**config.mk**
```make
export PLATFORM = sky130hd
export DESIGN_NAME = mem_byte_responder
export DESIGN_NICKNAME = d
export VERILOG_FILES = /design/src/rtl/mem_byte_responder.sv
export SDC_FILE = /design/constraint.sdc
export NUM_CORES = 1
export LEC_CHECK = 0
export BUFFER_PORTS_ARGS = -buffer_cell sky130_fd_sc_hd__buf_2
export CAP_MARGIN = 20
export CORE_MARGIN = 2
export CORE_UTILIZATION = 55
export DETAILED_ROUTE_END_ITERATION = 6
export PLACE_DENSITY_LB_ADDON = 0.25
export SLEW_MARGIN = 20
export SYNTH_ARGS = -nofsm -noshare
export SYNTH_HDL_FRONTEND = slang
export SYNTH_SLANG_ARGS = --single-unit
```
**constraint.sdc**
```tcl
create_clock -name clk_in -period 4.7 [get_ports clk_in]
set_clock_uncertainty 0.05 [all_clocks]
set_input_delay 0.94 -clock clk_in [delete_from_list [all_inputs] [get_ports clk_in]]
set_output_delay 0.94 -clock clk_in [all_outputs]
set_load 0.005 [all_outputs]
```
**src/rtl/mem_byte_responder.sv**
```systemverilog
// mem_byte_responder
//   Responder end of the cache-to-memory request interface. Takes one
//   1/2/4-byte read or write request at a time and turns it into byte-wide
//   accesses on an external RAM with registered (1-cycle latency) read data.
//   Read bytes are assembled little-endian and returned zero-extended.
//
//   Handshake: a request is accepted on a clock edge where rdy_in=1, the
//   block is IDLE (ready=1) and waiting=1. The requester parameters are
//   sampled only at that edge. ready stays low until the request completes.
//   After completion ready is high for at least one cycle, and a request
//   still waiting at that point is accepted at the next edge.
//
// Ports
//   clk_in, rst_in : clock, synchronous active-high reset
//   rdy_in         : global enable; low pauses byte issue (reads still capture)
//   mem_din        : RAM read data, valid the cycle after its address
//   mem_dout       : RAM write data
//   mem_a          : RAM byte address
//   mem_wr         : RAM write strobe, one cycle per written byte
//   waiting        : requester has a pending request
//   wr, len        : request type (1 = write), log2 of byte count (2..7 -> 4)
//   addr, value    : request start address, write data (byte i = value[8i+:8])
//   ready          : idle / result valid
//   result         : read data, zero-extended
//   fsm_state      : current FSM state, for observation
module mem_byte_responder #(
   parameter int ADDR_W = 32
) (
   input  logic              clk_in,
   input  logic              rst_in,
   input  logic              rdy_in,
   input  logic [7:0]        mem_din,
   output logic [7:0]        mem_dout,
   output logic [ADDR_W-1:0] mem_a,
   output logic              mem_wr,
   input  logic              waiting,
   input  logic              wr,
   input  logic [2:0]        len,
   input  logic [ADDR_W-1:0] addr,
   input  logic [31:0]       value,
   output logic              ready,
   output logic [31:0]       result,
   output logic [1:0]        fsm_state
);

   typedef enum logic [1:0] {
      S_IDLE    = 2'd0,
      S_BUSY_RD = 2'd1,
      S_BUSY_WR = 2'd2
   } state_t;

   state_t            state_q, state_n;
   logic [2:0]        n_q, n_n;          // byte count: 1, 2 or 4
   logic [2:0]        cnt_q, cnt_n;      // index of next byte to issue
   logic [ADDR_W-1:0] base_q, base_n;
   logic [31:0]       value_q, value_n;
   // Two-stage pending pipe: the RAM registers the address one edge after
   // issue, so the data is on mem_din one edge later still.
   logic              p0_q, p0_n, p1_q, p1_n;
   logic [1:0]        p0_slot_q, p0_slot_n, p1_slot_q, p1_slot_n;
   logic [31:0]       asm_q, asm_n;
   logic [31:0]       result_q, result_n;
   logic              ready_q, ready_n;
   logic [ADDR_W-1:0] mem_a_q, mem_a_n;
   logic [7:0]        mem_dout_q, mem_dout_n;
   logic              mem_wr_q, mem_wr_n;

   logic              issue, issue_wr;
   logic [1:0]        issue_idx;
   logic [ADDR_W-1:0] src_addr;
   logic [31:0]       src_value;

   always_comb begin
      state_n    = state_q;
      n_n        = n_q;
      cnt_n      = cnt_q;
      base_n     = base_q;
      value_n    = value_q;
      p0_n       = 1'b0;
      p0_slot_n  = p0_slot_q;
      p1_n       = p0_q;
      p1_slot_n  = p0_slot_q;
      asm_n      = asm_q;
      result_n   = result_q;
      ready_n    = ready_q;
      mem_a_n    = mem_a_q;
      mem_dout_n = mem_dout_q;
      mem_wr_n   = 1'b0;             // never repeat a write on a stall edge
      issue      = 1'b0;
      issue_wr   = 1'b0;
      issue_idx  = cnt_q[1:0];
      src_addr   = base_q;
      src_value  = value_q;

      // Read capture happens whether or not rdy_in is high.
      if (p1_q) begin
         asm_n[8*p1_slot_q +: 8] = mem_din;
      end

      case (state_q)
         S_IDLE: begin
            if (rdy_in && waiting) begin
               issue     = 1'b1;
               issue_wr  = wr;
               issue_idx = 2'd0;
               src_addr  = addr;
               src_value = value;
               base_n    = addr;
               value_n   = value;
               n_n       = (len == 3'd0) ? 3'd1 : ((len == 3'd1) ? 3'd2 : 3'd4);
               cnt_n     = 3'd1;
               asm_n     = '0;
               ready_n   = 1'b0;
               state_n   = wr ? S_BUSY_WR : S_BUSY_RD;
            end
         end
         S_BUSY_WR: begin
            if (rdy_in) begin
               if (cnt_q < n_q) begin
                  issue    = 1'b1;
                  issue_wr = 1'b1;
                  cnt_n    = cnt_q + 3'd1;
               end else begin
                  ready_n = 1'b1;
                  state_n = S_IDLE;
               end
            end
         end
         S_BUSY_RD: begin
            if (rdy_in && (cnt_q < n_q)) begin
               issue = 1'b1;
               cnt_n = cnt_q + 3'd1;
            end
            // Bytes are captured in order, so capturing the last slot ends it.
            if (p1_q && ({1'b0, p1_slot_q} == (n_q - 3'd1))) begin
               result_n = asm_n;
               ready_n  = 1'b1;
               state_n  = S_IDLE;
            end
         end
         default: state_n = S_IDLE;
      endcase

      if (issue) begin
         mem_a_n = src_addr + {{(ADDR_W-2){1'b0}}, issue_idx};
         if (issue_wr) begin
            mem_wr_n   = 1'b1;
            mem_dout_n = src_value[8*issue_idx +: 8];
         end else begin
            p0_n      = 1'b1;
            p0_slot_n = issue_idx;
         end
      end
   end

   always_ff @(posedge clk_in) begin
      if (rst_in) begin
         state_q    <= S_IDLE;
         n_q        <= '0;
         cnt_q      <= '0;
         base_q     <= '0;
         value_q    <= '0;
         p0_q       <= 1'b0;
         p0_slot_q  <= '0;
         p1_q       <= 1'b0;
         p1_slot_q  <= '0;
         asm_q      <= '0;
         result_q   <= '0;
         ready_q    <= 1'b1;
         mem_a_q    <= '0;
         mem_dout_q <= '0;
         mem_wr_q   <= 1'b0;
      end else begin
         state_q    <= state_n;
         n_q        <= n_n;
         cnt_q      <= cnt_n;
         base_q     <= base_n;
         value_q    <= value_n;
         p0_q       <= p0_n;
         p0_slot_q  <= p0_slot_n;
         p1_q       <= p1_n;
         p1_slot_q  <= p1_slot_n;
         asm_q      <= asm_n;
         result_q   <= result_n;
         ready_q    <= ready_n;
         mem_a_q    <= mem_a_n;
         mem_dout_q <= mem_dout_n;
         mem_wr_q   <= mem_wr_n;
      end
   end

   assign mem_a     = mem_a_q;
   assign mem_dout  = mem_dout_q;
   assign mem_wr    = mem_wr_q;
   assign ready     = ready_q;
   assign result    = result_q;
   assign fsm_state = state_q;

endmodule

```
==> metrics.csv, run 1 <==
stage;metric;value;unit
outcome;status;completed;
timing;drv_slew;0;
floorplan;fp.dieH;123.3;µm
critical_path;path_max_fanout;31;
global_route;grt_antenna_before_repair;0;
synth;ys.warnings.count;0;
critical_path;r2r_start;fsm_state[0]$_SDFFE_PP0P_;
timing;slew_headroom;36.55;%
detailed_routing;avgRoutedWirePerCell;15.81;µm
floorplan;row_count;43;
clock_network;clk_latency;0.43;ns
synth;synth_top_family_by_area;simple AND/OR/NAND/NOR gates;
timing;period_share;76.99;%
power_and_ir_drop;ir_drop;0.0002730;V
synth;synth_fp_nets;988;
final_layout;area_delta_synth_final;18.83;%
min_path;holdPathEnd;mem_a[31]$_SDFFE_PP0P_;
detailed_routing;dr.pass1.iters;5;
critical_path;cp-end-kind;flop;
timing;hold_viol_final;0;
clock_network;cts_resized;0;
final_layout;final_nets;1115;
power_and_ir_drop;p_comb_share;15.2;%
clock_network;clock_sinks;184;
floorplan;start_util;56.35;%
clock_network;ctsHoldBuffers;0;
power_and_ir_drop;seqPwrFrac;45.9;%
critical_path;startpoint_type;flop;
critical_path;required;4.97;ns
final_layout;drive_gt1_share;21.90;%
synth;synth-simple-area-share;21.45;%
final_layout;insertedDiodeCount;0;
power_and_ir_drop;netSwitchingPower;1036;µW
critical_path;reg2reg_depth;12;
synth;syn_avg_cell_area;8.770;µm²
power_and_ir_drop;p_int;2651;µW
synth;synth_compound_area_share;16.22;%
global_route;grt_max_degree;93;
clock_network;post_cts_buffers;0;
synth;ys_ff_latch;184;
synth;synth_edf_count;0;
synth;syn-cell-area;7823;µm²
detailed_routing;num_vias;6872;
synth;synth_mux_area_share;6.862;%
power_and_ir_drop;switching_share;28.11;%
timing;max_freq;276.4;MHz
clock_network;clk_path_buf_depth;2;
min_path;hold_path.class;reg -> reg;
placed_design;dp.cells;1180;
timing;final.setup.tns;0;ns
synth;ys.flop_type;dfxtp_1;
floorplan;io_pins;156;
detailed_routing;ant_nets;0;
timing;period_needed;3.618;ns
floorplan;core_area;13880;µm²
critical_path;rrSetupSlack;1.08;ns
placed_design;dp_hpwl;13090;µm
clock_network;path_clk_slew;0.07;ns
clock_network;cts_tree;built;
timing;worst_slew_pin_slew;0.9517;ns
synth;synth_cell_types;62;
global_route;grt.total_usage;25.68;%
power_and_ir_drop;clock_power_share;39.0;%
power_and_ir_drop;power_leakage;0.003617;µW
power_and_ir_drop;power.density;396.7;nW/µm²
critical_path;critPathKind;reg -> reg;
synth;syn_inst;892;
clock_network;numCtsBuffers;17;
detailed_routing;vias_per_cell;5.670;
global_route;grt_pass1_vias;6302;
placed_design;gp_congestion;0.9218;
floorplan;die_w;123.3;µm
detailed_routing;drc;0;
global_route;overflow;0;
critical_path;cp.arrival;3.89;ns
synth;synth_seq_area_share;47.09;%
critical_path;r2r_end;mem_a[20]$_SDFFE_PP0P_;
synth;synth_xor_area_share;2.127;%
detailed_routing;totalWireLength;19160;µm
min_path;hold_path_depth;2;
synth;synth-adder-area-share;2.655;%
synth;synthArstFlopShare;0;%
detailed_routing;drt_iter0_markers;482;
clock_network;cts.htree.levels;4;
global_route;grt_pass1_wl;30720;µm
timing;finalSetupViolCount;0;
clock_network;cts_root_buf;clkbuf_16;
placed_design;port_buffers;155;
min_path;hold_path.startpoint;mem_a[31]$_SDFFE_PP0P_;
run;drv_cap;0;
floorplan;die_area;15190;µm²
final_layout;stdcell_count;1212;
timing;rsz0062_at_grt;false;
-- power groups by stage --
stage | Sequential, µW | Combinational, µW | Clock (µW)
after global routing | 1700 | 622 | 1530
after CTS | 1690 | 557 | 1450
after floorplan | 1710 | 385 | 0
after detailed placement | 1720 | 552 | 0
after global placement | 1720 | 548 | 0
final | 1690 | 560 | 1440
-- cell type report --
cell class                      instances  area (µm²)
Fill cell                            1137        4586
Clock inverter                         15       168.9
Multi-Input combinational cell        638        3882
Sequential cell                       184        3684
Inverter                               11       41.29
Clock buffer                           17       425.4
Tap cell                              180       225.2
Timing Repair Buffer                  167       868.3
-- flip-flops by register name, summed over array words and instances (netlist names), 2 cells and up --
name       flops
value_q       32
p1_slot_q      2
fsm_state      2
cnt_q          3
mem_a         32
mem_dout       8
n_q            3
asm_q         32
base_q        32
result        32
p0_slot_q      2
-- Yosys cell counts (7+ instances only) --
master | instances | share of area [%]
nand3_1 | 28 | 1.8
ha_1 | 15 | 2.4
o21ai_0 | 12 | 0.77
mux2_2 | 13 | 1.9
dfxtp_1 | 184 | 47
inv_1 | 10 | 0.48
buf_1 | 7 | 0.34
mux2i_1 | 39 | 5.0
a21oi_1 | 63 | 4.0
xnor2_1 | 10 | 1.1
nor2b_1 | 8 | 0.64
a311oi_1 | 8 | 0.90
a211oi_1 | 37 | 3.6
nor4_1 | 7 | 0.56
a22oi_1 | 32 | 3.1
nand2_1 | 117 | 5.6
nor2_1 | 120 | 5.8
nand2b_1 | 8 | 0.64
xor2_1 | 9 | 1.0
o211ai_1 | 7 | 0.67
clkbuf_1 | 44 | 2.1
nor3_1 | 16 | 1.0
nand3b_1 | 15 | 1.4
-- worst max-delay path, stage by stage (launching register included) --
cell	delay [ns]
dfxtp_1	0.35
inv_1	0.09
ha_1	0.33
and3_4	0.48
nand2_1	0.14
nand2_1	0.08
ha_1	0.18
inv_1	0.06
fa_1	0.49
nand2b_1	0.19
o22ai_1	0.53
a2111oi_0	0.23
a311o_1	0.29
-- kinds of logic after synthesis --
kind of cell | count (synthesis)
flops | 184
mux | 52
buf+inv | 70
fa+ha+maj | 16
xor+xnor | 19
compound gates | 191
simple gates | 360
-- how the worst max path moves through the flow --
stage                                        end                 startpoint  slack, ns  cells past startpoint
after detailed placement  mem_a[20]$_SDFFE_PP0P_                     rdy_in       0.81                     11
after global placement    mem_a[20]$_SDFFE_PP0P_                     rdy_in       0.89                     11
after floorplan           mem_a[20]$_SDFFE_PP0P_                     rdy_in       0.50                     16
after global routing      mem_a[22]$_SDFFE_PP0P_  fsm_state[0]$_SDFFE_PP0P_       0.80                     13
final                     mem_a[20]$_SDFFE_PP0P_  fsm_state[0]$_SDFFE_PP0P_       1.08                     12
after CTS                 mem_a[20]$_SDFFE_PP0P_  fsm_state[0]$_SDFFE_PP0P_       1.10                     12
-- stage by stage --
stage / setup slack (ns) / total power (µW) / util [%] / instance area, µm² / hold slack, ns
2_1_floorplan: 0.5011 / 2100 / - / 7823 / 0.3638
5_1_grt: 0.8008 / 3853 / 66.96 / 9295 / 0.4161
3_5_place_dp: 0.8097 / 2277 / 62.62 / 8692 / 0.3912
3_3_place_gp: 0.8913 / 2271 / 62.62 / 8692 / 0.3744
6_report: 1.082 / 3687 / 66.96 / 9295 / 0.3979
4_1_cts: 1.100 / 3701 / 66.90 / 9286 / 0.4003
-- layer usage --
metal | up-vias | wire, µm | global-route usage [%]
met5 | - | 0 | 0
met4 | 0 | 364 | 8.878
met3 | 25 | 981 | 4.105
met2 | 197 | 8910 | 41.04
met1 | 3235 | 8899 | 35.33
li1 | 3415 | - | -
-- cells in the final DEF (no fill, tap or decap), drive strengths merged, types with 4 or more instances in the layout --
| cell | count |
|---|---|
| xnor2 | 10 |
| nand3 | 29 |
| nand4 | 5 |
| dfxtp | 184 |
| nand2b | 8 |
| clkinv | 6 |
| mux2 | 13 |
| a21o | 4 |
| nor4 | 10 |
| and2 | 4 |
| inv | 16 |
| or3 | 6 |
| o21ai | 17 |
| nor3b | 4 |
| buf | 167 |
| mux2i | 39 |
| nor3 | 16 |
| nand3b | 15 |
| or4 | 4 |
| a21oi | 63 |
| xor2 | 9 |
| nor2 | 120 |
| a311oi | 8 |
| clkbuf | 17 |
| a211oi | 37 |
| ha | 15 |
| o211ai | 7 |
| nand2 | 117 |
| nor2b | 8 |
| a22oi | 32 |
Note: power is estimated with default switching activity, not from simulation.
==> run 2: changes to the inputs <==
Settings changed: ABC_AREA set to 1, CORE_UTILIZATION 55 to 51.
Clock period 4.7 ns to 3.3 ns, I/O delays scaled along.
==> metrics.csv, run 2 <==
stage;metric;value;unit;change
outcome;status;completed;;
global_route;grt_max_degree;77;;-17%
synth;ys.warnings.count;0;;unchanged
power_and_ir_drop;power.density;619.0;nW/µm²;+56%
timing;max_freq;327.7;MHz;+19%
timing;slew_headroom;43.07;%;+6.5 points
timing;period_share;92.48;%;+15 points
critical_path;path_buf_inv;5;;+3
power_and_ir_drop;p_int;4184;µW;+58%
global_route;grt_pass1_wl;36100;µm;+18%
timing;final.setup.tns;0;ns;unchanged
synth;synth_edf_count;0;;unchanged
timing;period_needed;3.052;ns;-0.5666 ns
global_route;grt.total_usage;25.39;%;-0.29 points
critical_path;cp-end-kind;flop;;
detailed_routing;vias_per_cell;4.992;;-12%
global_route;grt_antenna_before_repair;1;;+1
global_route;overflow;0;;unchanged
power_and_ir_drop;switching_share;33.11;%;+5.0 points
synth;ys_ff_latch;184;;unchanged
power_and_ir_drop;clock_power_share;32.1;%;-6.9 points
clock_network;clk_latency;0.43;ns;about the same
synth;syn_inst;1256;;+41%
min_path;hold_path.class;reg -> reg;;
floorplan;die_area;17870;µm²;+18%
critical_path;crit_slowest_cell;fa_1;;
floorplan;io_pins;156;;unchanged
synth;syn_avg_cell_area;6.828;µm²;-22%
synth;synthArstFlopShare;0;%;unchanged
timing;rsz0062_at_grt;false;;
detailed_routing;ant_nets;0;;unchanged
synth;synth_cell_types;31;;-50%
detailed_routing;totalWireLength;22530;µm;+18%
critical_path;required;3.62;ns;-1.35 ns
floorplan;core_area;16520;µm²;+19%
timing;worst_slew_pin_slew;0.8540;ns;-0.09775 ns
detailed_routing;num_vias;8137;;+18%
power_and_ir_drop;seqPwrFrac;42.4;%;-3.5 points
synth;synth_fp_nets;1352;;+37%
clock_network;clk_path_buf_depth;2;;unchanged
placed_design;pre_cts_ws;0.2064;ns;-0.6033 ns
timing;setup_ws;0.2482;ns;-0.8334 ns
placed_design;gp_congestion;0.9040;;-1.9%
synth;synth_common_cells;nor2_1, nand2_1, inv_1, dfxtp_1, o21ai_0;;
power_and_ir_drop;netSwitchingPower;2071;µW;+100%
timing;drv_slew;0;;unchanged
floorplan;die_w;133.7;µm;+8.4%
synth;yosysMostFrequentCell;nor2_1;;
floorplan;start_util;51.90;%;-4.5 points
detailed_routing;drc;0;;unchanged
synth;syn-cell-area;8576;µm²;+9.6%
final_layout;layout_common_cells;nand2_1, nor2_1, inv_1;;
placed_design;dp_hpwl;16150;µm;+23%
detailed_routing;dr.pass1.iters;5;;unchanged
final_layout;drive_gt1_share;16.32;%;-5.6 points
critical_path;critPathKind;reg -> reg;;
critical_path;crit_top_cell;inv_1;;
critical_path;critPathTopFamily;adder cells;;
final_layout;final_util;61.14;%;-5.8 points
critical_path;slowest_delay;0.51;ns;-0.02 ns
synth;ys.flop_type;dfxtp_1;;
timing;hold_viol_final;0;;unchanged
final_layout;area_delta_synth_final;17.81;%;
timing;finalSetupViolCount;0;;unchanged
synth;synth_top_area_cell;dfxtp_1;;
clock_network;numCtsBuffers;17;;unchanged
critical_path;cp_cell_sequence;inv_1 > ha_1 > nand3_2 > inv_1 > buf_4 > o21ai_0 > inv_1 > fa_1 > inv_1 > nand3_1 > nor2_4 > nand2_1 > o21ai_0 > nand2_1 > a21oi_1;;
power_and_ir_drop;p_comb_share;25.5;%;+10 points
synth;yosys.area.top_type_share;42.95;%;-4.1 points
floorplan;row_count;47;;+9.3%
clock_network;path_clk_slew;0.07;ns;about the same
global_route;grt_pass1_vias;7323;;+16%
clock_network;cts_tree;built;;
critical_path;path_max_fanout;12;;-61%
power_and_ir_drop;ir_drop;0.0003895;V;+43%
synth;synth_seq_area_share;42.95;%;-4.1 points
placed_design;port_buffers;155;;unchanged
detailed_routing;avgRoutedWirePerCell;13.82;µm;-13%
power_and_ir_drop;power_leakage;0.004506;µW;+25%
clock_network;cts.htree.levels;4;;unchanged
floorplan;fp.dieH;133.7;µm;+8.4%
critical_path;cp.arrival;3.37;ns;-0.52 ns
final_layout;n_fill_cell;1539;;+35%
synth;synthTopCellsByArea;dfxtp_1, nor2_1, nand2_1;;
clock_network;ctsHoldBuffers;0;;unchanged
critical_path;startpoint_type;flop;;
clock_network;cts_root_buf;clkbuf_16;;
run;drv_cap;0;;unchanged
detailed_routing;drt_iter0_markers;696;;+44%
clock_network;clock_sinks;184;;unchanged
final_layout;final_nets;1492;;+34%
run 2: cell types whose count changed after synthesis, sizes merged, moves of 15 or more:
cell    delta
clkbuf    -16
o22ai     +32
nand4     +26
inv      +203
nor2     +102
mux2i     -39
o21ai     +91
a22oi     -32
nor3      -15
or2       +17
nand3     +18
a211oi    -34
nand2    +101
run 2: cell families (layout without fill, tap and decap cells):
group / after synthesis / after routing / synth area share (%)
DFF: 184 / 184 / 42.95
and+or+nand+nor: 539 / 539 / 26.12
adders and majority gates: 16 / 16 / 2.422
AOI/OAI and AO/OA: 235 / 235 / 14.78
xor gates and xnor gates: 8 / 8 / 0.8171
other: 0 / 1 / 0
buffers and inverters: 274 / 427 / 12.91
run 2: per-layer routing:
metal | wire [µm] | track usage, %
met1 | 10240 | 33.52
met4 | 370 | 7.742
met3 | 1195 | 4.262
met5 | 0 | 0
met2 | 10720 | 42.70
run 2: timing repair:
item / CTS / global route
gates resized for setup: 0 / 2
setup endpoints to repair: 0 / 2
buffers inserted: 0 / 0
run 2: layout make-up:
cell class	instances	area, µm²	share of cell area (%)
Antenna cell	1	2.502	0.02477
Timing Repair Buffer	177	953.4	9.437
Tap cell	220	275.3	2.724
Clock buffer	18	429.2	4.248
Multi-Input combinational cell	798	3792	37.54
Inverter	218	818.3	8.099
Sequential cell	184	3684	36.46
Clock inverter	14	148.9	1.474
run 2: worst min-delay path, delay by kind of cell (launching register included):
family	cells	cell delay (ns)
buffers and inverters	1	0.04
and+or+nand+nor	1	0.03
DFF	1	0.30
run 2: power by group through the flow:
stage | Combinational [µW] | Clock, µW | Sequential, µW
final | 1600 | 2010 | 2650
after global routing | 1800 | 2140 | 2670
after CTS | 1590 | 2040 | 2650
after detailed placement | 1580 | 0 | 2690
after global placement | 1560 | 0 | 2690
after floorplan | 1110 | 0 | 2650
run 2: metrics by stage:
step,hold WS (ns),instance area (µm²),total power (µW),instances
2_1_floorplan,0.3383,8576,3762,1256
3_3_place_gp,0.3399,9515,4253,1597
3_5_place_dp,0.3438,9515,4273,1597
4_1_cts,0.3529,10090,6270,1629
5_1_grt,0.3724,10100,6607,1630
6_report,0.3507,10100,6254,1630
run 2: worst paths after layout:
path | startpoint | endpoint | slack, ns | cells after the start
max | fsm_state[1]$_SDFFE_PP0P_ | mem_a[18]$_SDFFE_PP0P_ | 0.25 | 15
min | p0_q$_SDFF_PP0_ | p1_q$_SDFF_PP0_ | 0.35 | 2
max reg2reg | fsm_state[1]$_SDFFE_PP0P_ | mem_a[18]$_SDFFE_PP0P_ | 0.25 | 15
min reg2reg | p0_q$_SDFF_PP0_ | p1_q$_SDFF_PP0_ | 0.35 | 2
==> run 3: changes to the inputs <==
Clock period 3.3 ns to 2.7 ns, I/O delays scaled along.
==> metrics.csv, run 3 (same netlist as run 2, synthesis figures left out) <==
stage;metric;value;unit;change
run;drv_cap;0;;unchanged
detailed_routing;totalWireLength;22840;µm;+1.4%
placed_design;gp_congestion;0.9482;;+4.9%
global_route;grt_pass1_vias;7708;;+5.3%
timing;hold_viol_final;0;;unchanged
final_layout;drive_gt1_share;19.85;%;+3.5 points
detailed_routing;wl_met3;1259;µm;+5.4%
clock_network;cts.htree.levels;4;;unchanged
clock_network;clk_path_buf_depth;2;;unchanged
power_and_ir_drop;ir_drop;0.0005896;V;+51%
floorplan;start_util;51.90;%;unchanged
critical_path;crit_top_cell;nand2_1;;
timing;finalSetupViolCount;0;;unchanged
global_route;grt_max_degree;77;;unchanged
power_and_ir_drop;power.density;737.2;nW/µm²;+19%
critical_path;slowest_delay;0.43;ns;-0.08 ns
timing;drv_slew;0;;unchanged
detailed_routing;routed.top_layer;met4;;
floorplan;row_count;47;;unchanged
clock_network;cts_root_buf;clkbuf_16;;
power_and_ir_drop;power_leakage;0.004713;µW;+4.6%
detailed_routing;dr.pass1.iters;5;;unchanged
clock_network;post_cts_buffers;0;;unchanged
placed_design;dp.cells;1640;;+2.7%
outcome;status;completed;;
timing;max_freq;403.4;MHz;+23%
placed_design;dp_hpwl;16330;µm;+1.2%
clock_network;path_clk_slew;0.07;ns;about the same
detailed_routing;wl_met2;10720;µm;about the same
floorplan;fp.dieH;133.7;µm;unchanged
detailed_routing;vias_per_cell;5.017;;+0.51%
critical_path;path_buf_inv;5;;unchanged
clock_network;clk_latency;0.44;ns;about the same
placed_design;port_buffers;155;;unchanged
critical_path;critPathTopFamily;simple AND/OR/NAND/NOR gates;;
final_layout;layout_common_cells;nand2_1, nor2_1, inv_1;;
critical_path;cp.arrival;2.77;ns;-0.60 ns
clock_network;cts_tree;built;;
global_route;grt_pass1_wl;37020;µm;+2.5%
global_route;grt_antenna_before_repair;2;;+1
detailed_routing;avgRoutedWirePerCell;13.65;µm;-1.2%
final_layout;stdcell_count;1673;;+2.6%
global_route;overflow;0;;unchanged
final_layout;n_fill_cell;1580;;+2.7%
floorplan;die_w;133.7;µm;unchanged
floorplan;die_area;17870;µm²;unchanged
critical_path;cp_cell_sequence;inv_2 > ha_4 > nand3_4 > inv_4 > buf_4 > o21ai_0 > inv_1 > fa_2 > nor2_4 > nand2_1 > nor2_2 > nand2_1 > nand2_1 > nand3_1 > nand2_1 > inv_1;;
critical_path;startpoint_type;flop;;
detailed_routing;num_vias;8394;;+3.2%
critical_path;required;2.99;ns;-0.63 ns
timing;final.setup.tns;0;ns;unchanged
min_path;hold_path.class;in -> reg;;
detailed_routing;drt_iter0_markers;634;;-8.9%
critical_path;critPathKind;reg -> reg;;
timing;slew_headroom;41.00;%;-2.1 points
detailed_routing;ant_nets;0;;unchanged
final_layout;layout_commonest_cell;nand2_1;;
critical_path;cp-end-kind;flop;;
floorplan;io_pins;156;;unchanged
timing;worst_slew_pin_slew;0.8851;ns;+0.03108 ns
final_layout;area_delta_synth_final;22.44;%;
global_route;grt.total_usage;25.97;%;+0.58 points
detailed_routing;wl_met1;10200;µm;-0.45%
timing;period_needed;2.479;ns;-0.5731 ns
detailed_routing;drc;0;;unchanged
critical_path;crit_slowest_cell;fa_2;;
clock_network;clock_sinks;184;;unchanged
floorplan;core_area;16520;µm²;unchanged
timing;period_share;91.80;%;-0.68 points
timing;holdWs;0.2827;ns;-0.06797 ns
clock_network;numCtsBuffers;17;;unchanged
critical_path;path_max_fanout;4;;-8
clock_network;ctsHoldBuffers;0;;unchanged
final_layout;final_nets;1535;;+2.9%
timing;rsz0062_at_grt;true;;
[run 3: routing by layer]
metal / GRT usage, % / vias up
met5: 0 / -
met4: 10.58 / 0
met3: 4.072 / 40
met2: 43.90 / 260
met1: 33.21 / 3788
li1: - / 4306
[run 3: final timing paths]
check	slack [ns]	depth (start not counted)	to	start
worst min register to register	0.36	2	p1_q$_SDFF_PP0_	p0_q$_SDFF_PP0_
worst max-delay path	0.22	16	mem_a[30]$_SDFFE_PP0P_	fsm_state[0]$_SDFFE_PP0P_
worst min-delay path	0.28	3	value_q[8]$_SDFF_PP0_	value[8]
worst max register to register	0.22	16	mem_a[30]$_SDFFE_PP0P_	fsm_state[0]$_SDFFE_PP0P_
[run 3: cell type report]
class	instances	area, µm²	area share (%)
Clock inverter	13	120.1	1.144
Timing Repair Buffer	220	1318	12.55
Tap cell	220	275.3	2.622
Antenna cell	2	5.005	0.04766
Sequential cell	184	3686	35.10
Clock buffer	18	429.2	4.087
Inverter	218	820.8	7.817
Multi-Input combinational cell	798	3846	36.63
[run 3: repair_timing]
action	4_1_cts	5_1_grt
hold endpoints to repair	0	0
gates resized for setup	0	4
endpoints found under the setup margin	0	10
[run 3: worst reg2reg max path, stage by stage (launching register included)]
cell	delay [ns]
dfxtp_2	0.36
inv_2	0.06
ha_4	0.17
nand3_4	0.08
inv_4	0.05
buf_4	0.13
o21ai_0	0.21
inv_1	0.12
fa_2	0.43
nor2_4	0.18
nand2_1	0.11
nor2_2	0.16
nand2_1	0.07
nand2_1	0.06
nand3_1	0.06
nand2_1	0.06
inv_1	0.04
[run 3: power by group]
part           leakage [µW]  total, µW  internal [µW]  switching, µW
Combinational       0.00295       2150            838           1320
Clock              0.000264       2380           1270           1110
Sequential          0.00150       3200           3050            155
[run 3: through the flow]
step,power [µW],utilization [%],worst slack [ns],cell area (µm²)
2_1_floorplan,4657,-,0.001997,8662
3_3_place_gp,5359,60.12,0.03815,9935
3_5_place_dp,5387,60.12,-0.01077,9935
4_1_cts,7751,63.44,0.1232,10480
5_1_grt,8167,63.54,-0.01220,10500
6_report,7740,63.54,0.2213,10500
